<file path="src/rtl/debounce_sync.sv">
// ---------------------------------------------------------------------------
// debounce_sync
//
// Turns a noisy asynchronous level (switch/button) into a clean, registered
// level that is safe to feed straight into an edge detector.
//
// The raw input passes through a two-flop synchronizer. A four-state FSM
// watches the synchronized sample. A new level is accepted only after
// STABLE_CYCLES consecutive samples agree. A candidate that drops out early
// is counted as a glitch in a saturating counter.
//
// Handshake: none. D is a free-running level that the consumer may sample on
// every clock. There is no valid/ready pair on this block.
//
// Parameters
//   STABLE_CYCLES  consecutive synchronized samples needed to accept a level
//                  (2..65535)
//   GLITCH_W       width of the rejected-candidate counter
//
// Ports
//   clk          rising-edge clock for all state
//   reset        synchronous, active-high reset
//   rawIn        asynchronous noisy level; feeds only the synchronizer
//   D            clean debounced level (registered)
//   settling     high while the FSM is confirming a candidate (registered)
//   glitchCount  number of rejected candidates, saturating at all-ones
// ---------------------------------------------------------------------------
module debounce_sync #(
  parameter int STABLE_CYCLES = 16,
  parameter int GLITCH_W      = 8
) (
  input  logic                clk,
  input  logic                reset,
  input  logic                rawIn,
  output logic                D,
  output logic                settling,
  output logic [GLITCH_W-1:0] glitchCount
);

  // The counter is sized to hold STABLE_CYCLES. It only ever counts up to
  // STABLE_CYCLES-1, so it can never wrap.
  localparam int CW = $clog2(STABLE_CYCLES + 1);
  localparam logic [CW-1:0]       CNT_ONE  = CW'(1);
  localparam logic [CW-1:0]       CNT_LAST = CW'(STABLE_CYCLES - 1);
  localparam logic [GLITCH_W-1:0] G_ONE    = GLITCH_W'(1);
  localparam logic [GLITCH_W-1:0] G_MAX    = '1;

  typedef enum logic [1:0] {
    STEADY_LO  = 2'd0,
    CONFIRM_HI = 2'd1,
    STEADY_HI  = 2'd2,
    CONFIRM_LO = 2'd3
  } state_t;

  // The state register is kept under a plain name so that checkers can bind
  // to it hierarchically.
  state_t        state;
  state_t        state_nx;
  logic [CW-1:0] cnt;
  logic [CW-1:0] cnt_nx;
  logic          d_nx;
  logic          glitch;

  logic s1;
  logic s2;

  // Two-flop synchronizer. Only s2 is used past this point.
  always_ff @(posedge clk) begin
    if (reset) begin
      s1 <= 1'b0;
      s2 <= 1'b0;
    end else begin
      s1 <= rawIn;
      s2 <= s1;
    end
  end

  // Next-state logic.
  // Entering a CONFIRM state loads the counter with 1, because the sample
  // that triggered the entry already counts. Confirmation happens when the
  // counter reads STABLE_CYCLES-1 and one more agreeing sample arrives. That
  // gives STABLE_CYCLES agreeing samples in total.
  always_comb begin
    state_nx = state;
    cnt_nx   = cnt;
    d_nx     = D;
    glitch   = 1'b0;
    unique case (state)
      STEADY_LO: begin
        if (s2) begin
          state_nx = CONFIRM_HI;
          cnt_nx   = CNT_ONE;
        end
      end
      CONFIRM_HI: begin
        if (!s2) begin
          state_nx = STEADY_LO;
          cnt_nx   = '0;
          glitch   = 1'b1;
        end else if (cnt == CNT_LAST) begin
          state_nx = STEADY_HI;
          cnt_nx   = '0;
          d_nx     = 1'b1;
        end else begin
          cnt_nx = cnt + CNT_ONE;
        end
      end
      STEADY_HI: begin
        if (!s2) begin
          state_nx = CONFIRM_LO;
          cnt_nx   = CNT_ONE;
        end
      end
      CONFIRM_LO: begin
        if (s2) begin
          state_nx = STEADY_HI;
          cnt_nx   = '0;
          glitch   = 1'b1;
        end else if (cnt == CNT_LAST) begin
          state_nx = STEADY_LO;
          cnt_nx   = '0;
          d_nx     = 1'b0;
        end else begin
          cnt_nx = cnt + CNT_ONE;
        end
      end
      default: begin
        state_nx = STEADY_LO;
        cnt_nx   = '0;
      end
    endcase
  end

  // State and output registers.
  // settling is registered from the next state, so it tracks the state
  // register exactly. Reset takes priority over any transition, so a
  // candidate that is abandoned by reset is never counted as a glitch.
  always_ff @(posedge clk) begin
    if (reset) begin
      state       <= STEADY_LO;
      cnt         <= '0;
      D           <= 1'b0;
      settling    <= 1'b0;
      glitchCount <= '0;
    end else begin
      state    <= state_nx;
      cnt      <= cnt_nx;
      D        <= d_nx;
      settling <= (state_nx == CONFIRM_HI) || (state_nx == CONFIRM_LO);
      if (glitch && (glitchCount != G_MAX)) begin
        glitchCount <= glitchCount + G_ONE;
      end
    end
  end

endmodule

</file>
<file path="config.mk">
export PLATFORM = sky130hd
export DESIGN_NAME = debounce_sync
export DESIGN_NICKNAME = d
export VERILOG_FILES = /design/src/rtl/debounce_sync.sv
export SDC_FILE = /design/constraint.sdc
export NUM_CORES = 1
export LEC_CHECK = 0
export CAP_MARGIN = 10
export CELL_PAD_IN_SITES_DETAIL_PLACEMENT = 1
export CELL_PAD_IN_SITES_GLOBAL_PLACEMENT = 2
export CORE_MARGIN = 2
export CORE_UTILIZATION = 28
export DETAILED_ROUTE_END_ITERATION = 10
export DONT_BUFFER_PORTS = 1
export PLACE_DENSITY_LB_ADDON = 0.1
export SETUP_SLACK_MARGIN = 0.4
export SYNTH_ARGS = -nofsm -noshare
export SYNTH_HDL_FRONTEND = slang
export SYNTH_SLANG_ARGS = --single-unit
</file>
<file path="constraint.sdc">
create_clock -name clk -period 1.77 [get_ports clk]
set_input_delay 0.2655 -clock clk [delete_from_list [all_inputs] [get_ports clk]]
set_output_delay 0.2655 -clock clk [all_outputs]
set_load 0.03 [all_outputs]
</file>
==> results.md, run 1 <==
- Width of the die: 58.64 um
- Mapped Area: 835.8 um2
- Slew at the pin closest to its max-slew limit: 0.3542 ns
- Die area: 0.003438 mm2
- Max FO, Critical Path: 5
- Final ANT Viol Nets: 0
- Worst vdd ir: 0.2727 mV
- Setup crit end kind: register
- Num ports: 13
- Leakage: 0.3371 nW
- # nets final: 112
- CTS tree: done
- Design internal power: 0.0005097 W
- Input/output buffers: 0
- Worst skew pair latency: 0.31 ns
- Setup crit start kind: register
- Drt via density: 5.350
- Fin Setup TNS: 0 ns
- Avg Inst Size Synth: 8.987 um2
- Hold WC Path Type: input port to register
- Synth warn: 0
- H-tree levels: 1
- CTS sink cnt: 18
- GR Overflow Total: 0
- Final Hold Fails: 0
- Critical Path RT: 2.01 ns
- Largest net degree at the start of global routing: 13
- Status: completed
- RSZ-0062 raised after global routing: yes
- Vias post-DR: 733
- Reg clk slew, reported paths: 0.11 ns
- Fin crit share: 0.8603
- Ant. Diodes: 0
- R2R depth: 5
- Setup WS pre-CTS: 0.1854 ns
- Post-Synthesis Cells: 93
- Clock buffer depth: 2
- Register area: 392.9 um2
- Die height: 58.64 um
- Sw Ratio: 0.2574
- Initial Util: 0.2979
- Flop pwr share: 0.613
- Register area share after synthesis: 0.4311
- Area growth syn-to-layout: 29.19%
- Most common cell after layout, fill and taps aside: buf_4
- Row count: 19
- Hold Crit Start: reset
- # fillers: 334
- WP data arrival: 1.77 ns
- Clock network power share: 0.330
- First-pass GRT wire length: 3560 um
- Vias in the first global route: 736
- Share of layout cells above drive strength 1: 0.3396
- Clk_skew: 0.003942 ns
- DP Wirelength: 1347 um
- Combinational share of power: 0.057
- Drt first-iter violations: 33
- WS Path Type: register to register
- WL per Instance: 16.58 um
- GP Congestion: 0.6610
- Synth cell types: 28
- WL final: 2272 um
- Tmin final: 1.523 ns
- NetSw: 0.0001766 W
- Hold Crit Depth: 1
- Final slew viol count: 0
- RR Endpoint: glitchCount[5]
- Drt first pass iters: 4
- Total CTS buffers: 3
- Final setup fails: 0
- Slew headroom: 0.7631
- Syn Nets: 98
- Core area: 0.002805 mm2
- Reg-to-reg critical path startpoint: glitchCount[0]
- Antenna violations before repair: 0
- Final setup margin: 0.2472 ns
- Yosys reg bits: 18
- Fmax: 0.6567 GHz
- Area of the multi-input gates: 511.7 um2
- Leading cell types in the layout, fill and taps excluded: buf_4 (11), nor2_1 (10)
- Clk Tree Root Cell: clkbuf_4
- Tot Pwr: 0.0006863 W
- Drt drc: 0
- Max Cap Violations: 0
- Pwr/cell area: 635.6 mW/mm2
- GRT Total Usage: 0.1424
- R2R setup slack: 0.25 ns
- Endpoint, Worst Hold: settling
[state kept, by name, indices dropped and copies added, names as in the netlist]
| signal | cells |
|---|---|
| D | 1 |
| cnt | 5 |
| glitchCount | 8 |
| s1 | 1 |
| s2 | 1 |
| settling | 1 |
| state | 1 |
[final cells by class]
type,count,area share
Sequential cell,18,0.3638
Clock buffer,4,0.02433
Timing Repair Buffer,13,0.09502
Tap cell,31,0.03592
Inverter,2,0.006952
Multi-Input combinational cell,69,0.4739
[layer usage]
layer,wire length [um],vias to the layer above,track usage
li1,-,364,-
met3,56,5,0.03077
met2,1063,9,0.2183
met4,56,0,0.07792
met5,0,-,0
met1,1095,355,0.1864
[worst max-delay path, stage by stage (launching register included)]
cell and delay, ns:
dfxtp_4 0.41, ha_4 0.19, nand3_4 0.11, o211ai_4 0.11, or4_4 0.50, a21oi_2 0.14
[metrics by stage]
stage	std cells	cell area (um2)	utilization	hold slack [ns]
after floorplan	93	879.6	-	0.3937
after global placement	123	898.4	0.3203	0.3308
after detailed placement	123	898.4	0.3203	0.3316
after CTS	134	1031	0.3675	0.0007877
after global routing	137	1080	0.3849	0.003133
final	137	1080	0.3849	0.008676
[timing repair]
| item | CTS | global route |
|---|---|---|
| hold buffers | 1 | 1 |
| endpoints found under the setup margin | 10 | 12 |
| gates cloned | 1 | 0 |
| endpoints found under the hold margin | 7 | 6 |
| pin swaps | 7 | 5 |
| buffers inserted | 5 | 2 |
| gates resized for setup | 10 | 6 |
[power groups by stage]
stage | clock (W) | combinational, W | sequential [W]
6_report | 0.000227 | 0.0000390 | 0.000421
3_5_place_dp | 0 | 0.0000223 | 0.000435
4_1_cts | 0.000239 | 0.0000319 | 0.000424
5_1_grt | 0.000255 | 0.0000441 | 0.000422
2_1_floorplan | 0 | 0.0000275 | 0.000432
3_3_place_gp | 0 | 0.0000218 | 0.000434
[kinds of logic after synthesis]
family | Yosys count | share of synthesized area
simple gates | 40 | 0.2440
mux | 1 | 0.01198
compound gates | 21 | 0.1572
xor+xnor | 4 | 0.05091
fa+ha+maj | 2 | 0.02994
buf+inv | 7 | 0.07485
flops | 18 | 0.4311
[Yosys cell counts (all sizes together)]
| cell | n | area (um2) |
|---|---|---|
| inv | 2 | 7.510 |
| xnor2 | 1 | 16.27 |
| a21oi | 8 | 40.04 |
| or4 | 3 | 22.52 |
| nand2 | 7 | 26.28 |
| nor2 | 10 | 37.54 |
| o2111ai | 1 | 8.760 |
| ha | 2 | 25.02 |
| o211ai | 1 | 12.51 |
| bufbuf | 1 | 32.53 |
| a22oi | 1 | 7.510 |
| and4b | 1 | 10.01 |
| nand4 | 2 | 12.51 |
| o31ai | 3 | 22.52 |
| xor2 | 3 | 26.28 |
| nor3b | 1 | 7.510 |
| o21ai | 4 | 20.02 |
| mux2i | 1 | 10.01 |
| nand3 | 8 | 40.04 |
| dfxtp | 18 | 360.4 |
| buf | 1 | 11.26 |
| nor2b | 2 | 12.51 |
| nor3 | 3 | 15.01 |
| a31oi | 2 | 12.51 |
| nand3b | 1 | 7.510 |
| clkbuf | 3 | 11.26 |
| a211oi | 1 | 7.510 |
| or3 | 2 | 12.51 |
[worst max path at each step]
| stage | startpoint | to | slack [ns] |
|---|---|---|---|
| after floorplan | glitchCount[0] | glitchCount[6] | 0.33 |
| after global placement | glitchCount[5] | glitchCount[3] | 0.18 |
| after detailed placement | glitchCount[0] | glitchCount[7] | 0.19 |
| after CTS | glitchCount[0] | glitchCount[7] | 0.26 |
| after global routing | glitchCount[0] | glitchCount[5] | 0.19 |
| final | glitchCount[0] | glitchCount[5] | 0.25 |
Note: power is estimated with default switching activity, not from simulation.
==> inputs of run 2 (changes only) <==
Settings changed: ABC_AREA from default to 0.
==> results of run 2 <==
Final layout, timing and power as in run 1 (identical DEF).
==> inputs of run 3 (changes only) <==
Settings changed: SKIP_LAST_GASP from default to 1, SLEW_MARGIN from default to 20.
==> results of run 3 <==
Final layout, timing and power as in run 1 (identical DEF).
